## src/rtl/display_scan_ctrl.sv

```systemverilog
// display_scan_ctrl: 4-digit common-anode 7-segment scan scheduler.
// Double-buffered frames, dead-time blanking, per-digit enable, 16-level duty.
module display_scan_ctrl #(
   parameter int STEP_CYCLES = 780,
   parameter int BLANK_STEPS = 1
) (
   input  logic        clk,
   input  logic        rst,
   input  logic [31:0] frame_data,
   input  logic        frame_valid,
   output logic        frame_ready,
   input  logic [3:0]  digit_en,
   input  logic [3:0]  brightness,
   output logic [7:0]  segmentos,
   output logic [3:0]  sel_seg,
   output logic        frame_done
);

   localparam int SW = (STEP_CYCLES > 1) ? $clog2(STEP_CYCLES) : 1;
   localparam logic [SW-1:0] STEP_LAST = SW'(STEP_CYCLES - 1);
   localparam logic [4:0] BLANK_LAST = 5'(BLANK_STEPS - 1);
   localparam logic [4:0] LIT_LAST = 5'd15;

   typedef enum logic [1:0] {
      S_BLANK,
      S_LIT,
      S_DARK
   } state_t;

   state_t        state_q;
   state_t        state_d;
   logic [SW-1:0] step_q;
   logic [4:0]    sub_q;
   logic [4:0]    sub_d;
   logic [1:0]    digit_q;
   logic [1:0]    digit_d;
   logic [3:0]    bright_q;
   logic [3:0]    en_q;
   logic [31:0]   active_q;
   logic [31:0]   shadow_q;
   logic          shadow_full;
   logic          step_tick;
   logic          slot_end;
   logic          boundary;
   logic          accept;
   logic          blank_first;
   logic [7:0]    digit_code;
   logic [7:0]    seg_d;
   logic [3:0]    sel_d;

   assign step_tick   = (step_q == STEP_LAST);
   assign boundary    = slot_end && (digit_q == 2'd3);
   assign accept      = frame_valid && !shadow_full;
   assign frame_ready = !shadow_full;
   assign blank_first = (state_q == S_BLANK) && (sub_q == 5'd0)
                        && (step_q == '0);

   // Free-running step prescaler; one step_tick every STEP_CYCLES clocks.
   always_ff @(posedge clk or negedge rst) begin
      if (!rst) begin
         step_q <= '0;
      end else if (step_tick) begin
         step_q <= '0;
      end else begin
         step_q <= step_q + SW'(1);
      end
   end

   // Per-slot FSM next state: BLANK -> LIT -> (DARK) -> next slot's BLANK.
   always_comb begin
      state_d  = state_q;
      sub_d    = sub_q;
      digit_d  = digit_q;
      slot_end = 1'b0;
      if (step_tick) begin
         unique case (state_q)
            S_BLANK: begin
               if (sub_q == BLANK_LAST) begin
                  state_d = S_LIT;
                  sub_d   = 5'd0;
               end else begin
                  sub_d = sub_q + 5'd1;
               end
            end
            S_LIT: begin
               if (sub_q == LIT_LAST) begin
                  slot_end = 1'b1;
               end else begin
                  sub_d = sub_q + 5'd1;
                  if (sub_q[3:0] == bright_q) begin
                     state_d = S_DARK;
                  end
               end
            end
            S_DARK: begin
               if (sub_q == LIT_LAST) begin
                  slot_end = 1'b1;
               end else begin
                  sub_d = sub_q + 5'd1;
               end
            end
            default: begin
               state_d = S_BLANK;
               sub_d   = 5'd0;
            end
         endcase
         if (slot_end) begin
            state_d = S_BLANK;
            sub_d   = 5'd0;
            digit_d = digit_q + 2'd1;
         end
      end
   end

   // FSM state, sub-step and digit registers.
   always_ff @(posedge clk or negedge rst) begin
      if (!rst) begin
         state_q <= S_BLANK;
         sub_q   <= 5'd0;
         digit_q <= 2'd0;
      end else begin
         state_q <= state_d;
         sub_q   <= sub_d;
         digit_q <= digit_d;
      end
   end

   // Slot parameters latched on the first BLANK cycle, held for the slot.
   always_ff @(posedge clk or negedge rst) begin
      if (!rst) begin
         bright_q <= 4'd0;
         en_q     <= 4'd0;
      end else if (blank_first) begin
         bright_q <= brightness;
         en_q     <= digit_en;
      end
   end

   // Shadow fills on accept; moves to active at the frame boundary.
   always_ff @(posedge clk or negedge rst) begin
      if (!rst) begin
         active_q    <= '1;
         shadow_q    <= '1;
         shadow_full <= 1'b0;
      end else if (boundary && shadow_full) begin
         active_q    <= shadow_q;
         shadow_full <= 1'b0;
      end else if (accept) begin
         shadow_q    <= frame_data;
         shadow_full <= 1'b1;
      end
   end

   // Segment code for the digit the FSM is about to show.
   always_comb begin
      digit_code = 8'hFF;
      unique case (digit_d)
         2'd0: digit_code = active_q[7:0];
         2'd1: digit_code = active_q[15:8];
         2'd2: digit_code = active_q[23:16];
         2'd3: digit_code = active_q[31:24];
         default: digit_code = 8'hFF;
      endcase
   end

   // Drive values derived from next state so outputs track the FSM edge.
   always_comb begin
      seg_d = 8'hFF;
      sel_d = 4'hF;
      if ((state_d == S_LIT) && en_q[digit_d]) begin
         seg_d = digit_code;
         sel_d = ~(4'b0001 << digit_d);
      end
   end

   // Registered display drive and frame boundary pulse.
   always_ff @(posedge clk or negedge rst) begin
      if (!rst) begin
         segmentos  <= 8'hFF;
         sel_seg    <= 4'hF;
         frame_done <= 1'b0;
      end else begin
         segmentos  <= seg_d;
         sel_seg    <= sel_d;
         frame_done <= boundary;
      end
   end

endmodule

```

## config.mk

```make
export PLATFORM = sky130hd
export DESIGN_NAME = display_scan_ctrl
export DESIGN_NICKNAME = d
export VERILOG_FILES = /design/src/rtl/display_scan_ctrl.sv
export SDC_FILE = /design/constraint.sdc
export NUM_CORES = 1
export LEC_CHECK = 0
export BUFFER_PORTS_ARGS = -buffer_cell sky130_fd_sc_hd__buf_2
export CORE_MARGIN = 8
export CORE_UTILIZATION = 58
export CTS_BUF_LIST = sky130_fd_sc_hd__clkbuf_4 sky130_fd_sc_hd__clkbuf_8 sky130_fd_sc_hd__clkbuf_16
export CTS_CLUSTER_SIZE = 30
export DETAILED_ROUTE_END_ITERATION = 10
export GPL_ROUTABILITY_DRIVEN = 0
export HOLD_SLACK_MARGIN = 0.05
export PLACE_DENSITY = 0.85
export RECOVER_POWER = 50
export SYNTH_ARGS = -nofsm -noshare
export SYNTH_HDL_FRONTEND = slang
export SYNTH_SLANG_ARGS = --single-unit
```

## constraint.sdc

```tcl
create_clock -name clk -period 2.9 [get_ports clk]
set_input_delay 0.29 -clock clk [delete_from_list [all_inputs] [get_ports clk]]
set_output_delay 0.29 -clock clk [all_outputs]
set_load 0.01 [all_outputs]
```

* Yosys cells after proc, flatten, opt, wreduce, memory -nomap -nowiden
Cells that the tools add are included.
** Word-level totals
- Flip-flop bits (word level) :: 105
- Input bits :: 43
- Output and inout port bits :: 14
- Logic and storage cells :: 69
** Operators by class
- $add $sub $neg :: 3
- Magnitude comparators :: 1
- Equal/unequal tests :: 11
- Shift-type cells :: 1
- Muxes and demuxes :: 24
- Bitwise operators :: 2
- Reduce and logical (&&, ||, !) cells :: 15
** Operators with widths (number)
- 8-bit case mux with 4 select lines :: 1
- 5-bit 2-to-1 mux :: 3
- 2-bit 2-to-1 mux :: 7
- 10-bit by 1-bit adder with 10-bit output (second input constant) :: 1
- 10-bit == test (second input constant) :: 1
- 10-bit logical NOT :: 1
- 10-bit 2-to-1 mux :: 1
- 5-bit case mux with 2 select lines :: 1
- 2-bit == test (second input constant) :: 4
- 8-bit 2-to-1 mux :: 1
- 1-bit 2-to-1 mux :: 7
- 2-bit by 1-bit == test with 1-bit output (second input constant) :: 3
- 1-bit logical AND :: 6
- 2-bit case mux with 3 select lines :: 1
- 5-bit by 1-bit adder with 5-bit output (second input constant) :: 1
- 5-bit by 4-bit == test with 1-bit output (second input constant) :: 1
- 5-bit logical NOT :: 1
- 4-bit == test :: 1
- 2-bit logical NOT :: 2
- 4-bit 2-to-1 mux :: 1
- 4-bit NOT :: 1
- 2-bit AND reduction :: 2
- 1-bit by 2-bit << shifter with 4-bit output (first input constant) :: 1
- 2-bit by 3-bit < comparator with 1-bit output (second input constant) :: 1
- other kinds (7) :: 7

* Longest topological paths before layout
Gate-level depths: netlist of the first run.
- Depth in word-level cells :: 10
- Gate-level depth with buffers :: 10
- Depth with buffers taken out :: 8

* Worst setup path before layout of the first run
OpenSTA, ideal clock, no wires.
- Path type :: register to register
- Start :: reg sub_q[0]
- End :: reg active_q[10]
- Library setup time :: 0.082 ns
- Arrival :: 2.224 ns
- Required time :: 2.818 ns
- Slack :: 0.594 ns
- Cell stages (with the launch flop) :: 11
- Buffers on the path :: 2
- Period minus slack after synthesis :: 2.306 ns
- Cell sequence :: dfrtp_1 ha_1 and3_1 ha_1 and2_1 and4_1 buf_2 and2_4 nand2_4 buf_6 mux2_4
** Between the ends
- Word-level cells in the longest chain between the ends :: 7
** RTL lines
- start, declared :: RTL line 33 : logic [4:0] sub_q;
- start signal, assigned :: RTL line 123 : sub_q <= sub_d;
- 5-bit by 4-bit == test with 1-bit output :: RTL line 86, 96
- 1-bit 2-to-1 mux :: RTL line 86, 96
- 1-bit 2-to-1 mux
- 1-bit 2-to-1 mux (2 in series) :: RTL line 75 : if (step_tick) begin
- 1-bit logical AND :: RTL line 52 : assign boundary = slot_end && (digit_q == 2'd3);
- named net boundary :: RTL line 44 : logic boundary;
- 1-bit logical AND :: RTL line 145 : end else if (boundary && shadow_full) begin
- end signal, assigned :: RTL line 146 : active_q <= shadow_q;
- end, declared :: RTL line 39 : logic [31:0] active_q;
The timed path passes the listed nets, and every way through them passes these cells. The select of a mux whose other input is x is not followed.
A chain may end at the register's enable or synchronous reset.

* Worst setup path after layout of the first run
Ends and elaborated chain as after synthesis.

==> results of run 1 <==
## flip-flops by register name (all words and copies together) (netlist names)
signal       cells
sub_q            5
en_q             4
segmentos        8
state_q          2
shadow_full      1
step_q          10
bright_q         4
sel_seg          4
active_q        32
frame_done       1
digit_q          2
shadow_q        32
## cell families after synthesis
group / count (synthesis)
fa+ha+maj: 10
flops: 105
xor+xnor: 13
mux: 90
simple gates: 84
compound gates: 28
buf+inv: 30
## worst paths after layout
kind	start	end	slack [ns]	depth (start not counted)
max	sub_q[0]$_DFFE_PN0P_	active_q[10]$_DFFE_PN1P_	0.33	9
min	frame_valid	shadow_full$_DFFE_PN0P_	0.14	2
max reg2reg	sub_q[0]$_DFFE_PN0P_	active_q[10]$_DFFE_PN1P_	0.33	9
min reg2reg	step_q[0]$_DFF_PN0_	step_q[0]$_DFF_PN0_	0.52	1
max in group asynchronous	rst	shadow_q[28]$_DFFE_PN1P_	1.05	2
min in group asynchronous	rst	step_q[7]$_DFF_PN0_	0.36	1
## critical path, delay by kind of cell (launching register included)
kind	cells	cell delay (ns)
simple gates	5	0.94
fa+ha+maj	2	0.47
flops	1	0.45
mux	1	0.33
buf+inv	1	0.31
## through the flow
stage	area (sq um)	util, %	hold slack, ns	power, uW
finish	5670	65.6	0.142	2650
global route	5670	65.6	0.138	2750
CTS	5680	65.8	0.0540	2680
detailed placement	5480	63.5	0.456	1780
global placement	5480	63.5	0.446	1770
floorplan	5090	-	-0.00559	1690
## cell type report
class	instances	area (sq um)	area share, %
flip-flops and latches	105	2720	48.1
multi-input cells	225	2210	39.0
repair buffers	68	358	6.32
well taps	108	135	2.39
clock buffers	10	131	2.32
clock inverters	6	68.8	1.21
inverters	11	41.3	0.729
## cells in the final DEF (no fill, tap or decap), types with 10 or more instances in the layout
master,netlist,final
nand2_1,25,25
nand3_1,11,11
mux2_4,29,29
buf_4,1,10
dfrtp_1,29,29
mux2_2,40,40
buf_2,5,51
o21ai_0,10,10
ha_1,10,10
inv_1,11,11
dfstp_2,76,76
mux4_2,16,16
## power breakdown
part           total [uW]  leakage [uW]  internal (uW)  switching, uW
logic                 131       0.00119           72.7           58.1
registers            1620       0.00116           1570           45.2
clock network         896     0.0000999            412            484
total                2650       0.00244           2060            588
## per-layer routing
metal | vias up | wire length, microns | track usage [%]
met5 | - | 0 | 0
met4 | 0 | 150 | 6.56
met3 | 14 | 551 | 3.93
met2 | 85 | 4970 | 28.2
met1 | 1570 | 4270 | 24.0
li1 | 1419 | - | -
## Yosys cell counts, drive strengths merged (2+ instances only)
| master | count | share of area (%) |
|---|---|---|
| nor2b | 3 | 0.37 |
| nor2 | 9 | 0.66 |
| a31oi | 2 | 0.25 |
| a21oi | 5 | 0.49 |
| and4 | 3 | 0.57 |
| nand3 | 11 | 1.1 |
| nand3b | 2 | 0.29 |
| ha | 10 | 2.5 |
| mux2 | 73 | 18 |
| nand2 | 26 | 2.1 |
| o21ai | 10 | 0.98 |
| mux4 | 16 | 7.1 |
| clkbuf | 5 | 0.37 |
| dfrtp | 29 | 14 |
| and3 | 7 | 1.1 |
| nand4 | 9 | 1.1 |
| buf | 14 | 2.0 |
| xor2 | 4 | 0.69 |
| o211ai | 2 | 0.29 |
| nor3 | 3 | 0.39 |
| o31ai | 2 | 0.29 |
| nor4b | 2 | 0.34 |
| inv | 11 | 0.81 |
| xnor2 | 9 | 1.5 |
| dfstp | 76 | 39 |
| and2 | 4 | 0.54 |
==> results.toml, run 1 <==
[logic_synthesis]
synth_top_family_by_area = "multiplexers"
synth_xor_area_share_pct = 2.24
synth-seq-cells = 105
synth-edff-count = 0
async_flop_share_pct = 100
synth-adder-area-share_pct = 2.46
synth_fp_nets = 413
synth_cells = 360
synth-compound-area-share_pct = 3.86
synth_warnings = 0
synth_simple_gate_area_share_pct = 9.22
ys_types = 49
ys_seq_area_share_pct = 53.5
synth_area_per_cell_sq_um = 14.1
netlist_area_sq_um = 5090
synthMuxAreaShare_pct = 25.6
synthFlopType = "dfstp_2"

[detailed_routing]
wl_per_cell_microns = 18.7
antenna_left = 0
drc_errors = 0
initialDrtViolationCount = 117
via_count = 3088
firstDrtPassIters = 5
routed_wirelength_microns = 9940
vias_per_cell = 5.79

[place]
dp_cells = 517
hpwl_microns = 7170
port_buffers = 56
place_ws_ns = 0.360

[timing]
finalCriticalPeriod_ns = 2.57
fin_ws_ns = 0.326
drv_slew = 72
relSlewSlack_pct = -10.2
period_share_pct = 88.8
setup_viol_count_final = 0
max_freq_mhz = 389
timing.setup.tns_ns = 0
rsz0062_at_grt = "false"
fin_skew_ns = 0.00946
hold_viol_final = 0
tightest_slew_ns = 1.65

[setup_path]
crit_slowest_cell = "dfrtp_1"
critical_path_peak_fanout = 13
cp.required_ns = 3.20
start_kind = "flip-flop"
path_class = "reg2reg"
crit_top_cell = "ha_1"
end_kind = "flip-flop"
arrival_ns = 2.87
cpPeakStageDelay_ns = 0.45
path_cells = "ha_1 > and3_1 > ha_1 > and2_1 > and4_1 > and2_4 > nand2_4 > buf_4 > mux2_4"

[clocking]
tritoncts = "built"
numCtsBuffers = 9
cts.repair.resized = 0
cts-root-buf = "clkbuf_8"
htree_levels = 3
clock_latency_ns = 0.37
cts_hold_buf = 0
cts.sinks = 105
clk_pin_slew_worst_paths_ns = 0.09
cts_max_path_buffers = 2
cts_setup_buffers = 0

[die]
die_area_sq_um = 12000
core_area_sq_um = 8640
initial_core_util_pct = 58.9
rows = 34
die-width_microns = 110
num_io_pins = 57
die_h_microns = 110

[cells_and_area]
n_antenna_cell = 0
drive_gt1_share_pct = 58.1
stdcell_count = 533
syn2layout_area_growth_pct = 11.3
layout.nets = 473
num-fill-cells = 629

[pwr]
worst_ir_drop_vdd_mv = 0.303
p_leak_uw = 0.00244
power_density_nw_per_um2 = 467

[grt]
overflow = 0
grt_pass1_vias = 3323
grt_pass1_wl_microns = 16700
grt.total_usage_pct = 17.9
grt_antenna_before_repair = 0
grt_max_degree = 72

[job]
maxCapViolations = 1

[status]
violations = "capacitance limit, slew limit"
outcome = "finished with violations"

[worst_hold_path]
hp-class = "in2reg"
No activity file was read; power rests on OpenSTA's default activity.
==> inputs of run 2 (changes only) <==
- CORE_MARGIN: 8 -> unset
- RECOVER_POWER: 50 -> 25
==> results.toml, run 2 (synthesis gave the netlist of run 1 again) <==
[setup_path]
end_kind = "flip-flop"
critical_path_peak_fanout = 33
cp.required_ns = 3.23
arrival_ns = 2.79
start_kind = "flip-flop"
reg2reg_depth = 9
path_class = "reg2reg"

[detailed_routing]
drc_errors = 0
firstDrtPassIters = 4
routed_wirelength_microns = 9290
vias_per_cell = 5.73
initialDrtViolationCount = 197
antenna_left = 0
wl_per_cell_microns = 17.5
via_count = 3045

[cells_and_area]
syn2layout_area_growth_pct = 12.2
fin_area_sq_um = 5710
stdcell_count = 531
num-fill-cells = 578
top_regs = "active_q x32, shadow_q x32, step_q x10"
drive_gt1_share_pct = 59.4
layout.nets = 474
final_cell_mix = "76 x dfstp_2, 55 x buf_2, 40 x mux2_2"
multi_input_area_sq_um = 2210
n_antenna_cell = 0
regArea_sq_um = 2720
mostFrequentLayoutCell = "dfstp_2"

[grt]
grt_max_degree = 58
grt_antenna_before_repair = 0
grt_pass1_vias = 2993
grt.total_usage_pct = 22.9
grt_pass1_wl_microns = 15400
overflow = 0

[status]
outcome = "complete, no violations"

[worst_hold_path]
whs_path_depth = 2
hp-class = "in2reg"

[timing]
tightest_slew_ns = 1.40
period_share_pct = 85.1
max_freq_mhz = 405
finalCriticalPeriod_ns = 2.47
setup_viol_count_final = 0
timing.setup.tns_ns = 0
drv_slew = 0
relSlewSlack_pct = 6.97
hold_viol_final = 0
fin_skew_ns = 0.0118
rsz0062_at_grt = "false"

[clocking]
cts_max_path_buffers = 2
tritoncts = "built"
cts.sinks = 105
htree_levels = 3
clk_pin_slew_worst_paths_ns = 0.12
numCtsBuffers = 9
cts-root-buf = "clkbuf_8"
clock_latency_ns = 0.39

[place]
placed_area_sq_um = 5490
hpwl_microns = 6660
port_buffers = 56
dp_cells = 514

[pwr]
swShare_pct = 25.4
p_comb_share_pct = 4.8
p_leak_uw = 0.00248
power_density_nw_per_um2 = 472
power.clock.fraction_pct = 35.2
p_switching_uw = 685
worst_ir_drop_vdd_mv = 0.375
internal_power_uw = 2010
p_seq_share_pct = 60.0

[die]
num_io_pins = 57
core_area_sq_um = 8340
die_area_sq_um = 9150
initial_core_util_pct = 61.0
die-width_microns = 95.7
rows = 33
die_h_microns = 95.7

[job]
maxCapViolations = 0
==> run 2: power groups by stage <==
| stage | Clock [uW] | Sequential [uW] | Combinational (uW) |
|---|---|---|---|
| final | 948 | 1620 | 131 |
| after global routing | 1020 | 1620 | 148 |
| after CTS | 965 | 1620 | 135 |
| after detailed placement | 0 | 1640 | 134 |
| after global placement | 0 | 1640 | 127 |
| after floorplan | 0 | 1620 | 68.8 |
==> run 2: per-stage QoR <==
| stage | hold WS, ns | total power, uW | util [%] | setup slack [ns] |
|---|---|---|---|---|
| 5_1_grt | 0.0978 | 2790 | 68.5 | 0.239 |
| 6_report | 0.111 | 2690 | 68.5 | 0.432 |
| 4_1_cts | 0.0975 | 2720 | 68.5 | 0.440 |
| 3_5_place_dp | 0.397 | 1770 | 65.8 | 0.449 |
| 2_1_floorplan | -0.00559 | 1690 | - | 0.594 |
| 3_3_place_gp | 0.381 | 1760 | 65.8 | 0.528 |
==> run 2: repair_timing <==
action,4_1_cts,5_1_grt
hold endpoints to repair,24,0
setup buffers,0,0
hold buffers,1,0
resized for setup,0,0
==> run 2: layout make-up <==
cell class / instances / share of cell area (%)
multi-input cells: 225 / 38.7
flip-flops and latches: 105 / 47.7
well taps: 105 / 2.30
inverters: 11 / 0.723
clock inverters: 7 / 1.56
repair buffers: 69 / 6.88
clock buffers: 9 / 2.17
==> run 2: worst paths after layout <==
path | start | to | slack [ns]
min | frame_data[1] | shadow_q[1]$_DFFE_PN1P_ | 0.11
max | sub_q[0]$_DFFE_PN0P_ | active_q[0]$_DFFE_PN1P_ | 0.43
min reg2reg | step_q[0]$_DFF_PN0_ | step_q[0]$_DFF_PN0_ | 0.51
min in group asynchronous | rst | step_q[9]$_DFF_PN0_ | 0.76
max in group asynchronous | rst | active_q[25]$_DFFE_PN1P_ | 1.04
max reg2reg | sub_q[0]$_DFFE_PN0P_ | active_q[0]$_DFFE_PN1P_ | 0.43
==> run 2: critical path, stage by stage (launching register included) <==
cell     delay, ns
dfrtp_1       0.45
ha_1          0.27
and3_1        0.20
ha_1          0.22
and2_1        0.18
and4_1        0.22
and2_4        0.17
nand2_4       0.07
buf_12        0.25
mux2_2        0.37
==> run 2: metal layers <==
layer / up-vias / wire length [microns] / GRT usage, %
met4: 0 / 136 / 8.46
met2: 87 / 4290 / 34.2
met1: 1525 / 4360 / 33.3
met5: - / 0 / 0
met3: 11 / 499 / 4.70
li1: 1422 / - / -
==> inputs of run 3 (changes only) <==
- RECOVER_POWER: 25 -> unset
==> results.toml, run 3 (synthesis gave the netlist of run 1 again) <==
[status]
outcome = "complete, no violations"

[worst_hold_path]
hp-class = "in2reg"
hold_end = "shadow_q[1]$_DFFE_PN1P_"
worstHoldStart = "frame_data[1]"
whs_path_depth = 2

[timing]
hold_viol_final = 0
fin_ws_ns = 0.432
relSlewSlack_pct = 52.6
tightest_slew_ns = 0.712
period_share_pct = 85.1
finalCriticalPeriod_ns = 2.47
max_freq_mhz = 405
setup_viol_count_final = 0
fin_skew_ns = 0.0118
rsz0062_at_grt = "false"
drv_slew = 0
timing.setup.tns_ns = 0

[die]
rows = 33
die-width_microns = 95.7
num_io_pins = 57
die_h_microns = 95.7
core_area_sq_um = 8340
initial_core_util_pct = 61.0
die_area_sq_um = 9150

[grt]
grt_pass1_wl_microns = 15400
grt_pass1_vias = 2993
overflow = 0
met3_usage_pct = 4.70
grt_max_degree = 58
gr-max-usage-layer = "met2"
grt_util_met2_pct = 34.2
grt.total_usage_pct = 22.9
grt_antenna_before_repair = 0
use_met1_pct = 33.3

[pwr]
power_density_nw_per_um2 = 472
p_leak_uw = 0.00248
worst_ir_drop_vdd_mv = 0.375

[place]
placed_area_sq_um = 5490
hpwl_microns = 6660
port_buffers = 56
place_ws_ns = 0.449

[cells_and_area]
drive_gt1_share_pct = 59.4
final_cell_mix = "76 x dfstp_2, 55 x buf_2, 40 x mux2_2"
layout.nets = 474
num-fill-cells = 578
fin_area_sq_um = 5710
n_antenna_cell = 0
multi_input_area_sq_um = 2210
syn2layout_area_growth_pct = 12.2
top_regs = "active_q x32, shadow_q x32, step_q x10"
regArea_sq_um = 2720
mostFrequentLayoutCell = "dfstp_2"

[detailed_routing]
vias_per_cell = 5.73
via_count = 3045
firstDrtPassIters = 4
wl_per_cell_microns = 17.5
drc_errors = 0
routed_wirelength_microns = 9290
initialDrtViolationCount = 197
antenna_left = 0

[clocking]
cts.repair.resized = 0
htree_levels = 3
cts_setup_buffers = 0
cts.sinks = 105
numCtsBuffers = 9
clk_pin_slew_worst_paths_ns = 0.12
cts_max_path_buffers = 2
cts-root-buf = "clkbuf_8"
clock_latency_ns = 0.39
tritoncts = "built"

[setup_path]
crit_top_cell = "ha_1"
path_buf_inv = 1
cp.required_ns = 3.23
start_kind = "flip-flop"
path_class = "reg2reg"
reg2reg_to = "active_q[0]$_DFFE_PN1P_"
end_kind = "flip-flop"
arrival_ns = 2.79
critical_path_peak_fanout = 33
reg2reg_depth = 9
critPathTopFamily = "simple AND/OR/NAND/NOR gates"
crit_slowest_cell = "dfrtp_1"
path_cells = "ha_1 > and3_1 > ha_1 > and2_1 > and4_1 > and2_4 > nand2_4 > buf_12 > mux2_2"
rr_startpoint = "sub_q[0]$_DFFE_PN0P_"
r2r_slack_ns = 0.43
cpPeakStageDelay_ns = 0.45

[job]
maxCapViolations = 0
==> run 3: power breakdown <==
group	internal [uW]	switching (uW)	total (uW)
logic	75.0	55.9	131
clock network	361	587	948
registers	1570	41.4	1620
==> run 3: how the worst max path moves through the flow <==
stage / endpoint / from / cells past startpoint
floorplan: active_q[10]$_DFFE_PN1P_ / sub_q[0]$_DFFE_PN0P_ / 10
global placement: active_q[0]$_DFFE_PN1P_ / sub_q[0]$_DFFE_PN0P_ / 9
detailed placement: active_q[0]$_DFFE_PN1P_ / sub_q[0]$_DFFE_PN0P_ / 9
CTS: active_q[1]$_DFFE_PN1P_ / sub_q[0]$_DFFE_PN0P_ / 9
global route: segmentos[1]$_DFF_PN1_ / sub_q[0]$_DFFE_PN0P_ / 9
finish: active_q[0]$_DFFE_PN1P_ / sub_q[0]$_DFFE_PN0P_ / 9
==> run 3: worst register-to-register path: cells and delay by family (launching register included) <==
kind / cells / cell delay, ns
buf+inv: 1 / 0.25
simple gates: 5 / 0.84
mux: 1 / 0.39
flops: 1 / 0.45
fa+ha+maj: 2 / 0.49
==> run 3: layout make-up <==
cell class                 instances  share of cell area (%)
sequential                       105                    47.7
clock inverter                     7                    1.56
timing repair buffer              69                    6.92
clock buffer                       9                    2.17
inverter                          11                   0.723
tap                              105                    2.30
multi-input combinational        225                    38.7
==> run 3: per-stage QoR <==
stage / cells / util [%] / hold slack [ns] / power, uW
6_report: 531 / 68.5 / 0.111 / 2690
5_1_grt: 531 / 68.5 / 0.0978 / 2800
4_1_cts: 531 / 68.5 / 0.0975 / 2720
3_5_place_dp: 514 / 65.8 / 0.397 / 1770
3_3_place_gp: 514 / 65.8 / 0.381 / 1760
2_1_floorplan: 360 / - / -0.00559 / 1690
==> run 3: metal layers <==
metal,up-vias,wire (microns)
met5,-,0
met1,1525,4360
met4,0,136
met2,87,4290
met3,11,499
li1,1422,-
==> run 3: timing repair <==
action / 4_1_cts / 5_1_grt
endpoints found under the hold margin: 24 / 0
hold buffers: 1 / 0
endpoints found under the setup margin: 0 / 0
